## src/rtl/core_pkg.sv

```systemverilog
// Shared fetch/decode types: machine widths and the buffered fetch entry.
// Also provides the helper that derives the per-entry misalignment flag.
package core_pkg;

    localparam int unsigned XLEN = 64;
    localparam int unsigned ILEN = 32;

    typedef struct packed {
        logic [XLEN-1:0] pc;
        logic [ILEN-1:0] instr;
        logic            misaligned;
    } fetch_entry_t;

    function automatic logic pc_misaligned(input logic [XLEN-1:0] pc);
        return pc[1:0] != 2'b00;
    endfunction

endpackage

```

## src/rtl/instr_buffer.sv

```systemverilog
// Fetch-to-decode decoupling queue holding {pc, instr, misaligned} entries.
// Optional same-cycle bypass when empty: define INSTR_BUFFER_BYPASS_EN.
module instr_buffer #(
    parameter int unsigned DEPTH = 4,
    parameter int unsigned XLEN  = 64,
    parameter int unsigned ILEN  = 32
) (
    input  logic                       clk,
    input  logic                       reset_sync,
    input  logic                       flush_i,
    input  logic                       enq_valid_i,
    input  logic [XLEN-1:0]            enq_pc_i,
    input  logic [ILEN-1:0]            enq_instr_i,
    output logic                       enq_ready_o,
    output logic                       deq_valid_o,
    input  logic                       deq_ready_i,
    output logic [XLEN-1:0]            deq_pc_o,
    output logic [ILEN-1:0]            deq_instr_o,
    output logic                       deq_misaligned_o,
    output logic [$clog2(DEPTH):0]     count_o
);
    import core_pkg::*;

    localparam int unsigned PW = $clog2(DEPTH);
    localparam int unsigned CW = PW + 1;
    localparam logic [CW-1:0] FULL_COUNT = CW'(DEPTH);

    fetch_entry_t  mem_q [DEPTH];
    fetch_entry_t  mem_d [DEPTH];
    logic [PW-1:0] rd_ptr_q, rd_ptr_d;
    logic [PW-1:0] wr_ptr_q, wr_ptr_d;
    logic [CW-1:0] count_q, count_d;

    fetch_entry_t  enq_entry;
    fetch_entry_t  head;
    logic          empty;
    logic          enq_fire;
    logic          deq_fire;
    logic          do_write;
    logic          do_read;

    // Head selection and handshake qualification.
    always_comb begin
        enq_entry.pc         = enq_pc_i;
        enq_entry.instr      = enq_instr_i;
        enq_entry.misaligned = pc_misaligned(enq_pc_i);

        empty       = (count_q == '0);
        enq_ready_o = (count_q != FULL_COUNT);

        head        = '0;
        deq_valid_o = 1'b0;
        if (!empty) begin
            head        = mem_q[rd_ptr_q];
            deq_valid_o = 1'b1;
        end
`ifdef INSTR_BUFFER_BYPASS_EN
        else if (enq_valid_i && !flush_i) begin
            head        = enq_entry;
            deq_valid_o = 1'b1;
        end
`endif

        deq_pc_o         = head.pc;
        deq_instr_o      = head.instr;
        deq_misaligned_o = head.misaligned;
        count_o          = count_q;

        enq_fire = enq_valid_i && enq_ready_o;
        deq_fire = deq_valid_o && deq_ready_i;
        // A dequeue while empty can only be a bypassed entry: it never touches storage.
        do_read  = deq_fire && !empty;
        do_write = enq_fire && !(empty && deq_fire);
    end

    // Next-state for pointers, occupancy and storage; flush discards everything.
    always_comb begin
        rd_ptr_d = rd_ptr_q;
        wr_ptr_d = wr_ptr_q;
        count_d  = count_q;
        mem_d    = mem_q;

        if (flush_i) begin
            rd_ptr_d = '0;
            wr_ptr_d = '0;
            count_d  = '0;
        end else begin
            if (do_write) begin
                mem_d[wr_ptr_q] = enq_entry;
                wr_ptr_d        = wr_ptr_q + 1'b1;
            end
            if (do_read) begin
                rd_ptr_d = rd_ptr_q + 1'b1;
            end
            if (do_write && !do_read) begin
                count_d = count_q + 1'b1;
            end else if (do_read && !do_write) begin
                count_d = count_q - 1'b1;
            end
        end
    end

    always_ff @(posedge clk) begin
        if (reset_sync) begin
            rd_ptr_q <= '0;
            wr_ptr_q <= '0;
            count_q  <= '0;
        end else begin
            rd_ptr_q <= rd_ptr_d;
            wr_ptr_q <= wr_ptr_d;
            count_q  <= count_d;
        end
    end

    // Entry storage carries no reset; occupancy alone decides what is valid.
    always_ff @(posedge clk) begin
        mem_q <= mem_d;
    end

    a_no_enq_when_full : assert property (@(posedge clk) disable iff (reset_sync)
        !(do_write && (count_q == FULL_COUNT)));

    a_count_bound : assert property (@(posedge clk) disable iff (reset_sync)
        count_q <= FULL_COUNT);

    a_deq_stable : assert property (@(posedge clk) disable iff (reset_sync)
        (deq_valid_o && !deq_ready_i && !flush_i)
        |=> ($stable(deq_pc_o) && $stable(deq_instr_o) && $stable(deq_misaligned_o)
             && deq_valid_o));

endmodule

```

## config.mk

```make
export PLATFORM = sky130hd
export DESIGN_NAME = instr_buffer
export DESIGN_NICKNAME = d
export VERILOG_FILES = /design/src/rtl/core_pkg.sv /design/src/rtl/instr_buffer.sv
export SDC_FILE = /design/constraint.sdc
export NUM_CORES = 1
export LEC_CHECK = 0
export CORE_MARGIN = 3
export CORE_UTILIZATION = 52
export CTS_CLUSTER_SIZE = 16
export DETAILED_ROUTE_END_ITERATION = 10
export PLACE_DENSITY = 0.87
export SYNTH_ARGS = -nofsm -noshare
export SYNTH_HDL_FRONTEND = slang
export SYNTH_SLANG_ARGS = --single-unit
```

## constraint.sdc

```tcl
create_clock -name clk -period 10.45 [get_ports clk]
set_input_delay 1.5675 -clock clk [delete_from_list [all_inputs] [get_ports clk]]
set_output_delay 1.5675 -clock clk [all_outputs]
set_load 0.1 [all_outputs]
```

**After elaboration in Yosys (flattened, before gate mapping)**

Index checks and enable logic that the tools add are counted.

- Shifts and indexed selects: 0
- $add $sub $neg: 4
- Multiply operators: 0
- Div/mod/pow operators: 0
- Bitwise operators: 3
- Muxes and demuxes: 10
- Reductions and logical operators: 17
- $lt $le $gt $ge: 3
- Eq/ne operators: 1

Operators by type and width:

| cell | count |
|---|---|
| $bwmux W388 | 1 |
| $mux W97 | 4 |
| $bmux W97 S2 | 1 |
| $demux W97 S2 | 1 |
| $logic_and A1 B1 Y1 | 8 |
| $ge A3 B3 Y1 const B | 2 |
| $mux W3 | 2 |
| $not A2 Y3 | 2 |
| $add A2 B1 Y2 const B | 2 |
| $logic_not A1 Y1 | 4 |
| $reduce_bool A2 Y1 | 2 |
| $add A3 B1 Y3 const B | 1 |
| $logic_not A3 Y1 | 1 |
| $lt A3 B1 Y1 const B | 1 |
| $ne A3 B3 Y1 const B | 1 |
| $sub A3 B1 Y3 const B | 1 |
| $reduce_and A2 Y1 | 1 |
| $reduce_or A2 Y1 | 1 |
| $mux W1 | 1 |
| $not A1 Y1 | 1 |

- Memories: 0
- Bits in read-only memories: 0
- Bits in writable memories: 0
- Output and inout bits: 102
- Flip-flop bits (word level): 395
- Bits in latches: 0
- Word-level logic and storage cells: 53

**Depth between registers and ports, before layout**

Gate-level depths: netlist of the first run.

- Word-level depth: 10
- Mapped depth: 10
- Mapped depth without buffers: 10

**Worst setup path after synthesis of the first run**

No wires, ideal clock.

- Path kind: register -> register
- Start point: register count_q[0] (netlist: count_o[0])
- End point: register mem_q[0] in the netlist's numbering, enable pin
- Path slack: 476 ps
- Setup time: 692 ps
- Arrival: 9,282 ps
- Stages on the path, launching flop included: 5
- Data required time: 9,758 ps
- Cell sequence: dfxtp_1 > nor3b_1 > inv_1 > nand2_1 > nor3b_1

- Elaborated cells on any way between the ends: 9
- Those cells by class: eq/ne (1); mux (1); reduce/logical (7)

RTL lines:

| item | RTL line | RTL |
|---|---|---|
| start: declaration | instr_buffer.sv:32 | `logic [CW-1:0] count_q, count_d;` |
| start signal: assignment | instr_buffer.sv:111 | `count_q <= count_d;` |
| $ne A3 B3 Y1 | instr_buffer.sv:49 | `enq_ready_o = (count_q != FULL_COUNT);` |
| named net enq_ready_o | instr_buffer.sv:14 | `output logic enq_ready_o,` |
| $logic_and A1 B1 Y1 | instr_buffer.sv:69 | `enq_fire = enq_valid_i && enq_ready_o;` |
| $logic_and A1 B1 Y1 | instr_buffer.sv:73 | `do_write = enq_fire && !(empty && deq_fire);` |
| $reduce_and A2 Y1 (no line) | - |  |
| end signal: assignment | instr_buffer.sv:117 | `mem_q <= mem_d;` |
| end: declaration | instr_buffer.sv:28 | `fetch_entry_t mem_q [DEPTH];` |

The timed path passes the listed nets, and every way through them passes these cells.
A chain may end at the register's enable or synchronous reset.

**Worst setup path in the final report of the first run**

- Start point: register rd_ptr_q[0]
- End point: output port deq_pc_o[9]

- Longest elaborated chain between the ends: 5

Ends and longest elaborated chain:

| item | RTL line | RTL |
|---|---|---|
| start: declaration | instr_buffer.sv:30 | `logic [PW-1:0] rd_ptr_q, rd_ptr_d;` |
| start signal: assignment | instr_buffer.sv:109 | `rd_ptr_q <= rd_ptr_d;` |
| $not A2 Y3 (not written as such) | instr_buffer.sv:54 | `head = mem_q[rd_ptr_q];` |
| $bmux W97 S2 | instr_buffer.sv:54 |  |
| $mux W97 (not written as such) (2 in series) | instr_buffer.sv:54 |  |
| $mux W97 | instr_buffer.sv:53 | `if (!empty) begin` |
| end: declaration | instr_buffer.sv:17 | `output logic [XLEN-1:0] deq_pc_o,` |

Every way passes these cells. The select of a mux whose other input is x is not followed.

==> run_results.csv, run 1 <==
group,metric,value,unit
hold_path,whs_path_depth,2,
global_route,antenna_found_initial,0,
synthesis,ys.flop_type,"edfxtp_1",
drt,ant_nets,0,
run_status,run_status,"finished clean",
sta,max_freq,0.167,GHz
worst_setup_path,r2r-end,"mem_q[350]$_DFFE_PP_",
cts,clkTransAtPathRegs,0.06,ns
worst_setup_path,cp_max_fo,45,
drt,vias,7138,
floorplan,dieArea,31000,um^2
global_route,grt_max_degree,99,
placed_design,place_area,17500,um^2
power,total_power,3.93,mW
power,internal_power,2.77,mW
drt,drtPass1Iterations,5,
synthesis,synthCells,664,
global_route,grt_overflow,0,
sta,max_slew_margin,29.9,%
cts,clk_latency,0.51,ns
synthesis,synth_top_area_cell,"edfxtp_1",
synthesis,syn_area,15000,um^2
synthesis,synth_compound_area_share,0.308,%
worst_setup_path,cp.required,8.88,ns
layout,nets,991,
synthesis,synth_most_common_cell,"edfxtp_1",
sta,finalSetupTns,0,ns
drt,via_per_inst,5.52,
power,switching_power,1.16,mW
power,p_sw_share,29.5,%
power,pwr-share-comb,19.9,%
cts,cts_sinks,395,
drt,drt-total-wl,28.2,mm
layout,final_area,18800,um^2
floorplan,ios,203,
floorplan,initial_utilization,53.4,%
floorplan,fp.dieH,176,um
synthesis,synth_cell_type_count,24,
sta,drv_slew,0,
synthesis,ys_seq_area_share,78.4,%
power,power_leakage,5.90,nW
power,ir_drop,0.175,mV
worst_setup_path,rr_worst_depth,6,
placed_design,dp.cells,1221,
worst_setup_path,r2r_setup_slack,7.51,ns
floorplan,rows,61,
synthesis,post_synth_fa_ha_maj_area_fraction,0.549,%
drt,drc,0,
cts,clockBufferDepth,3,
synthesis,synthTopCellsByArea,"edfxtp_1, mux4_2, and2_1",
power,clock_power_share,34.7,%
global_route,grt_util_all_layers,18.4,%
hold_path,hold_class,"reg -> reg",
synthesis,syn_area_per_cell,22.7,um^2
synthesis,synth_top_family_by_area,"multiplexers",
layout,fin_util,66.6,%
floorplan,coreArea,28200,um^2
cts,post_cts_resized,0,
cts,cts.htree.levels,2,
cts,postCtsSetupRepairBufs,0,
layout,layout-drive-gt1-share,19.7,%
sta,period_needed,5.98,ns
cts,numCtsBuffers,39,
cts,root_buffer,"clkbuf_16",
worst_setup_path,cp-end-kind,"output pin",
drt,drt_iter0_drc,552,
synthesis,synth-simple-area-share,4.64,%
synthesis,synth_fp_nets,771,
placed_design,dpl.hpwl,16.4,mm
job,maxCapViolations,0,
placed_design,finalWeightedCongestion,0.750,
layout,fin_cells,1292,
synthesis,synthMuxAreaShare,14.6,%
sta,finalHoldViolations,0,
sta,worst_pin_slew,1.05,ns
layout,syn2layout_area_growth,24.6,%
drt,wl_per_cell,21.8,um
worst_setup_path,r2r_start,"count_o[0]$_SDFFE_PP0P_",
global_route,grt_pass1_wl,44.0,mm
placed_design,pre_cts_ws,4.86,ns
synthesis,ys_ff_latch,395,
floorplan,die_x,176,um
cts,cts_tree,"yes",
power,power_frac_seq,45.4,%
sta,holdWs,0.571,ns
sta,fin_crit_sh,57.2,%
global_route,grt_pass1_vias,7648,
power,power_density,210,nW/um^2
synthesis,yosys.area.top_type_share,77.4,%
sta,timing.final.ws_setup,4.47,ns
synthesis,synth_xor_area_share,0.233,%
sta,setup_violations,0,
synthesis,synth_edf_count,388,
cts,cts_hold_buf,0,
synthesis,synthTopCellsByCount,"edfxtp_1, and2_1, mux4_2, clkbuf_1, buf_2",
hold_path,hp-start,"wr_ptr_q[1]$_SDFFE_PP0P_",
layout,antenna_cells,0,
sta,rsz0062_at_grt,"no",
worst_setup_path,critical_path_arrival,4.41,ns
layout,fill_cells,1738,
worst_setup_path,critPathLaunchType,"flop",
sta,worst_clock_skew,0.0103,ns
synthesis,ys_async_sr_fraction,0,%
worst_setup_path,crit_start,"rd_ptr_q[0]$_SDFFE_PP0P_",
placed_design,portBuffers,202,
worst_setup_path,worst-setup-path-type,"reg -> out",
synthesis,yosys_warnings,0,
hold_path,min_to,"wr_ptr_q[1]$_SDFFE_PP0P_",
## cell families after synthesis
family,after synthesis
DFF,395
xor gates and xnor gates,4
buffers and inverters,40
muxes,98
AOI/OAI and AO/OA,8
adders and majority gates,6
and+or+nand+nor,113
## state kept, by name (all words and copies together) (netlist names)
signal and cells:
mem_q 388, wr_ptr_q 2, rd_ptr_q 2, count_o 3
## cells in the final DEF (no fill, tap or decap), drive strengths merged, types with 3 or more instances in the layout
| master | count |
|---|---|
| dfxtp | 7 |
| nor3b | 5 |
| o21ai | 3 |
| nor2 | 4 |
| mux4 | 97 |
| a21oi | 3 |
| ha | 5 |
| clkinv | 16 |
| edfxtp | 388 |
| clkinvlp | 7 |
| xor2 | 4 |
| bufinv | 3 |
| and2 | 97 |
| buf | 11 |
| inv | 8 |
| clkbuf | 43 |
| clkdlybuf4s50 | 202 |
## critical path, cell delays in order (launching register included)
cell and delay [ns]:
dfxtp_4 0.57, buf_4 0.68, buf_4 0.80, mux4_2 0.59
and2_1 0.19, clkdlybuf4s50_1 0.97
## how the worst max path moves through the flow
stage,endpoint,slack (ns),depth (start not counted)
floorplan,mem_q[0]$_DFFE_PP_,0.48,4
global placement,deq_pc_o[47],4.88,5
detailed placement,deq_pc_o[9],4.86,5
CTS,deq_pc_o[14],4.32,5
global route,deq_pc_o[53],4.10,5
finish,deq_pc_o[9],4.47,5
## power by group through the flow
stage / Clock [mW] / Sequential (mW) / Combinational, mW
finish: 1.36 / 1.79 / 0.782
floorplan: 0 / 1.83 / 0.571
detailed placement: 0 / 1.82 / 0.788
global route: 1.46 / 1.79 / 0.809
CTS: 1.39 / 1.79 / 0.789
global placement: 0 / 1.82 / 0.783
## area by class of cell
type | instances | area, um^2 | area share, %
Sequential cell | 395 | 11800 | 62.9
Timing Repair Buffer | 213 | 2100 | 11.2
Inverter | 6 | 22.5 | 0.120
Clock inverter | 28 | 236 | 1.26
Multi-Input combinational cell | 229 | 3080 | 16.4
Tap cell | 378 | 473 | 2.52
Clock buffer | 43 | 1030 | 5.51
## metal layers
metal / global-route usage [%] / share of wire (%) / vias up
li1: - / - / 3156
met1: 24.5 / 40 / 3688
met2: 31.4 / 52 / 243
met3: 3.63 / 6.3 / 51
met4: 5.01 / 2.2 / 0
met5: 0 / 0 / -
(Power assumes the default switching activity.)
==> run 2, diff against run 1 <==
--- a/config.mk
+++ b/config.mk
@@ -6,10 +6,10 @@
 export NUM_CORES = 1
 export LEC_CHECK = 0
 export CORE_MARGIN = 3
-export CORE_UTILIZATION = 52
+export CORE_UTILIZATION = 49
 export CTS_CLUSTER_SIZE = 16
 export DETAILED_ROUTE_END_ITERATION = 10
-export PLACE_DENSITY = 0.87
+export PLACE_DENSITY = 0.86
 export SYNTH_ARGS = -nofsm -noshare
 export SYNTH_HDL_FRONTEND = slang
 export SYNTH_SLANG_ARGS = --single-unit
==> constraint.sdc (replaced) <==
create_clock -name clk -period 5.4 [get_ports clk]
set_input_delay 0.81 -clock clk [delete_from_list [all_inputs] [get_ports clk]]
set_output_delay 0.81 -clock clk [all_outputs]
set_load 0.1 [all_outputs]
==> run_results.csv, run 2 (synthesized netlist as in run 1, its figures left out) <==
group,metric,value,unit
sta,worst_pin_slew,1.07,ns
drt,wl_per_cell,22.2,um
layout,layout-drive-gt1-share,17.9,%
worst_setup_path,r2r_start,"count_o[0]$_SDFFE_PP0P_",
sta,setup_violations,0,
worst_setup_path,path_cells,"buf_12 > mux4_2 > and2_1 > clkdlybuf4s50_1",
global_route,grt_pass1_vias,8114,
floorplan,dieArea,32800,um^2
cts,cts_sinks,395,
worst_setup_path,r2r-end,"count_o[2]$_SDFFE_PP0P_",
sta,finalHoldViolations,0,
cts,postCtsSetupRepairBufs,0,
global_route,grt_pass1_wl,46.0,mm
sta,holdWs,0.523,ns
floorplan,coreArea,30000,um^2
placed_design,finalWeightedCongestion,0.714,
hold_path,hp-start,"wr_ptr_q[1]$_SDFFE_PP0P_",
worst_setup_path,cp-end-kind,"output pin",
cts,root_buffer,"clkbuf_16",
global_route,grt_max_degree,59,
floorplan,ios,203,
layout,nets,993,
hold_path,min_to,"wr_ptr_q[1]$_SDFFE_PP0P_",
worst_setup_path,cp.required,4.59,ns
layout,fin_util,62.5,%
drt,vias,7173,
worst_setup_path,worst-path-buf-inv,2,
power,power_leakage,5.88,nW
cts,post_cts_resized,0,
power,p_sw_share,29.7,%
cts,numCtsBuffers,40,
layout,multiInputGateArea,3100,um^2
sta,period_needed,4.24,ns
sta,rsz0062_at_grt,"no",
worst_setup_path,critical_path_arrival,3.43,ns
worst_setup_path,critPathLaunchType,"flop",
placed_design,portBuffers,202,
power,ir_drop,0.298,mV
floorplan,rows,63,
layout,fill_cells,2037,
cts,cts_hold_buf,0,
layout,syn2layout_area_growth,24.4,%
worst_setup_path,worst-setup-path-type,"reg -> out",
power,switching_power,2.19,mW
worst_setup_path,slowest_delay,0.97,ns
layout,largest_reg_flops,388,
sta,max_freq,0.236,GHz
drt,drt-total-wl,29.0,mm
drt,drt_iter0_drc,449,
sta,max_slew_margin,28.4,%
power,total_power,7.39,mW
power,power_frac_seq,46.8,%
layout,regMostFlops,"mem_q",
power,pwr-share-comb,20.7,%
worst_setup_path,cp_max_fo,35,
drt,drtPass1Iterations,4,
hold_path,hold_class,"reg -> reg",
power,clock_power_share,32.5,%
layout,mostFrequentLayoutCell,"edfxtp_1",
job,maxCapViolations,0,
cts,clk_latency,0.51,ns
floorplan,initial_utilization,50.2,%
drt,ant_nets,0,
drt,drc,0,
hold_path,whs_path_depth,2,
worst_setup_path,critPathSlowestCell,"clkdlybuf4s50_1",
global_route,antenna_found_initial,4,
layout,final_cell_mix,"edfxtp_1, clkdlybuf4s50_1, mux4_2, and2_1, clkbuf_16",
worst_setup_path,cp_top_family,"buffers and inverters",
cts,clkTransAtPathRegs,0.06,ns
floorplan,die_x,181,um
sta,fin_crit_sh,78.5,%
floorplan,fp.dieH,181,um
sta,drv_slew,0,
placed_design,pre_cts_ws,1.65,ns
power,power_density,395,nW/um^2
power,internal_power,5.20,mW
sta,worst_clock_skew,0.0218,ns
worst_setup_path,rr_worst_depth,10,
cts,cts_tree,"yes",
cts,clockBufferDepth,3,
placed_design,dpl.hpwl,17.1,mm
run_status,run_status,"finished clean",
global_route,grt_overflow,0,
layout,ff_latch_area,11800,um^2
cts,cts.htree.levels,2,
worst_setup_path,r2r_setup_slack,2.88,ns
worst_setup_path,crit_start,"rd_ptr_q[0]$_SDFFE_PP0P_",
sta,timing.final.ws_setup,1.16,ns
global_route,grt_util_all_layers,18.0,%
drt,via_per_inst,5.49,
run 2: cell count changes in the layout (fill, tap and decap cells not counted), sizes merged:
cell and delta:
clkbuf +7, clkinvlp -7, clkinv +4, bufinv -3
buf +1, diode +1, inv -1
run 2: how the worst max path moves through the flow:
stage,to,depth (start not counted)
6_report,deq_instr_o[31],4
5_1_grt,deq_instr_o[31],4
4_1_cts,deq_instr_o[31],4
3_5_place_dp,deq_instr_o[1],4
3_3_place_gp,deq_instr_o[29],4
2_1_floorplan,mem_q[0]$_DFFE_PP_,4
run 2: worst register-to-register path: cells and delay by family (launching register included):
kind | cells | cell delay, ns
buffers and inverters | 3 | 0.35
adder cells (fa/ha/maj) | 2 | 0.58
XOR/XNOR | 1 | 0.18
flip-flops | 1 | 0.49
AND/OR/NAND/NOR | 3 | 0.71
AO/OA/AOI/OAI | 1 | 0.15
run 2: per-stage QoR:
stage          cell area (um^2)  TNS [ns]  instances
2_1_floorplan             15100   -478.30        664
3_3_place_gp              17600         0       1234
3_5_place_dp              17600         0       1234
4_1_cts                   18700         0       1305
5_1_grt                   18700         0       1306
6_report                  18700         0       1306
run 2: cell type report:
cell class / instances / area share [%]
flip-flops and latches: 395 / 63.0
multi-input cells: 229 / 16.6
repair buffers: 214 / 11.6
clock buffers: 50 / 5.55
well taps: 390 / 2.61
clock inverters: 21 / 0.541
inverters: 6 / 0.120
diodes: 1 / 0.0134
run 2: power groups by stage:
| stage | combinational (mW) | clock [mW] | sequential [mW] |
|---|---|---|---|
| final | 1.53 | 2.40 | 3.46 |
| after global routing | 1.58 | 2.60 | 3.47 |
| after CTS | 1.54 | 2.48 | 3.46 |
| after detailed placement | 1.54 | 0 | 3.53 |
| after global placement | 1.53 | 0 | 3.52 |
| after floorplan | 1.11 | 0 | 3.54 |
run 2: routing by layer:
metal  up-vias  global-route usage (%)  part of all wire, %
met1      3700                    23.0                   39
met2       248                    31.4                   52
li1       3164                       -                    -
met5         -                       0                 0.18
met4         6                    4.84                  2.4
met3        55                    4.27                  6.7
==> run 3, diff against run 2 <==
--- a/config.mk
+++ b/config.mk
@@ -6,10 +6,10 @@
 export NUM_CORES = 1
 export LEC_CHECK = 0
 export CORE_MARGIN = 3
-export CORE_UTILIZATION = 49
+export CORE_UTILIZATION = 52
 export CTS_CLUSTER_SIZE = 16
 export DETAILED_ROUTE_END_ITERATION = 10
-export PLACE_DENSITY = 0.86
+export PLACE_DENSITY = 0.87
 export SYNTH_ARGS = -nofsm -noshare
 export SYNTH_HDL_FRONTEND = slang
 export SYNTH_SLANG_ARGS = --single-unit
==> constraint.sdc (replaced) <==
create_clock -name clk -period 4.1 [get_ports clk]
set_input_delay 0.615 -clock clk [delete_from_list [all_inputs] [get_ports clk]]
set_output_delay 0.615 -clock clk [all_outputs]
set_load 0.1 [all_outputs]
==> run_results.csv, run 3 (synthesized netlist as in run 1, its figures left out) <==
group,metric,value,unit
sta,finalSetupTns,0,ns
power,power_density,542,nW/um^2
hold_path,hold_class,"reg -> reg",
cts,cts.htree.levels,2,
floorplan,ios,203,
global_route,use_met2,30.3,%
run_status,run_status,"finished clean",
floorplan,coreArea,28200,um^2
layout,nets,994,
cts,clkTransAtPathRegs,0.06,ns
cts,cts_tree,"yes",
drt,wl_per_cell,21.8,um
layout,fill_cells,1769,
floorplan,die_x,176,um
layout,antenna_cells,0,
layout,layout-drive-gt1-share,30.8,%
cts,numCtsBuffers,41,
worst_setup_path,critPathLaunchType,"flop",
global_route,grt_pass1_wl,44.4,mm
placed_design,portBuffers,202,
sta,period_needed,3.14,ns
drt,vias,7158,
floorplan,rows,61,
power,ir_drop,0.431,mV
power,total_power,10.1,mW
worst_setup_path,worst-setup-path-type,"reg -> out",
sta,max_slew_margin,28.7,%
cts,cts_hold_buf,0,
sta,holdWs,0.528,ns
drt,ant_nets,0,
sta,drv_slew,0,
cts,root_buffer,"clkbuf_16",
cts,post_cts_resized,0,
floorplan,dieArea,31000,um^2
sta,setup_violations,0,
layout,largest_reg_flops,388,
worst_setup_path,critical_path_arrival,2.52,ns
layout,fin_util,66.4,%
global_route,grt_pass1_vias,7917,
global_route,grt.busiest_layer,"met2",
floorplan,initial_utilization,53.4,%
placed_design,dp.cells,1222,
worst_setup_path,path_cells,"buf_12 > mux4_2 > and2_1 > buf_4",
worst_setup_path,cp-end-kind,"output pin",
global_route,grt_util_all_layers,18.4,%
placed_design,pre_cts_ws,1.34,ns
placed_design,finalWeightedCongestion,0.743,
global_route,antenna_found_initial,2,
worst_setup_path,critPathSlowestCell,"dfxtp_4",
layout,mostFrequentLayoutCell,"edfxtp_1",
worst_setup_path,slowest_delay,0.75,ns
sta,fin_crit_sh,76.6,%
floorplan,fp.dieH,176,um
job,maxCapViolations,0,
cts,postCtsSetupRepairBufs,0,
layout,regMostFlops,"mem_q",
sta,timing.final.ws_setup,0.961,ns
drt,drt-total-wl,28.3,mm
placed_design,dpl.hpwl,16.6,mm
drt,via_per_inst,5.52,
cts,clk_latency,0.52,ns
drt,drt_iter0_drc,522,
worst_setup_path,cp.required,3.48,ns
layout,syn2layout_area_growth,24.2,%
layout,final_area,18700,um^2
sta,rsz0062_at_grt,"no",
worst_setup_path,r2r_setup_slack,1.88,ns
global_route,use_met1,25.0,%
drt,drtPass1Iterations,4,
sta,worst_clock_skew,0.0187,ns
sta,worst_pin_slew,1.07,ns
sta,finalHoldViolations,0,
drt,drc,0,
global_route,grtUsageMet3,4.97,%
global_route,grt_max_degree,99,
global_route,grt_overflow,0,
cts,clockBufferDepth,3,
power,power_leakage,6.16,nW
layout,fin_cells,1296,
layout,final_cell_mix,"edfxtp_1, buf_4, clkdlybuf4s50_1, mux4_2, and2_1",
placed_design,place_area,17300,um^2
cts,cts_sinks,395,
sta,max_freq,0.319,GHz
worst_setup_path,cp_max_fo,59,
[run 3: path summary, 6_finish.rpt]
| path | startpoint | endpoint | cells past startpoint |
|---|---|---|---|
| worst max-delay path | rd_ptr_q[1]$_SDFFE_PP0P_ | deq_instr_o[20] | 4 |
| worst min-delay path | count_o[2]$_SDFFE_PP0P_ | count_o[2]$_SDFFE_PP0P_ | 2 |
| worst max register to register | count_o[2]$_SDFFE_PP0P_ | count_o[2]$_SDFFE_PP0P_ | 10 |
| worst min register to register | count_o[2]$_SDFFE_PP0P_ | count_o[2]$_SDFFE_PP0P_ | 2 |
[run 3: worst max-delay path, delay by kind of cell (launching register included)]
kind          cells  cell delay (ns)
flops             1             0.75
mux               1             0.38
buf+inv           2             0.61
simple gates      1             0.19
[run 3: power breakdown]
part | switching, mW | internal [mW] | total, mW
Sequential | 0.0290 | 4.52 | 4.55
Clock | 1.43 | 2.19 | 3.61
Combinational | 1.48 | 0.479 | 1.96
Total | 2.94 | 7.19 | 10.1
[run 3: area by class of cell]
type	instances	area (um^2)	share of cell area, %
Sequential cell	395	11800	63.2
Multi-Input combinational cell	229	3110	16.7
Timing Repair Buffer	214	1920	10.3
Clock buffer	53	1120	6.01
Tap cell	378	473	2.53
Clock inverter	21	216	1.16
Inverter	6	36.3	0.194
[run 3: metal layers]
layer  vias to the layer above  part of all wire [%]
li1                       3159                     -
met1                      3716                    41
met2                       222                    51
met3                        57                   6.7
met4                         4                   2.1
met5                         -                 0.085
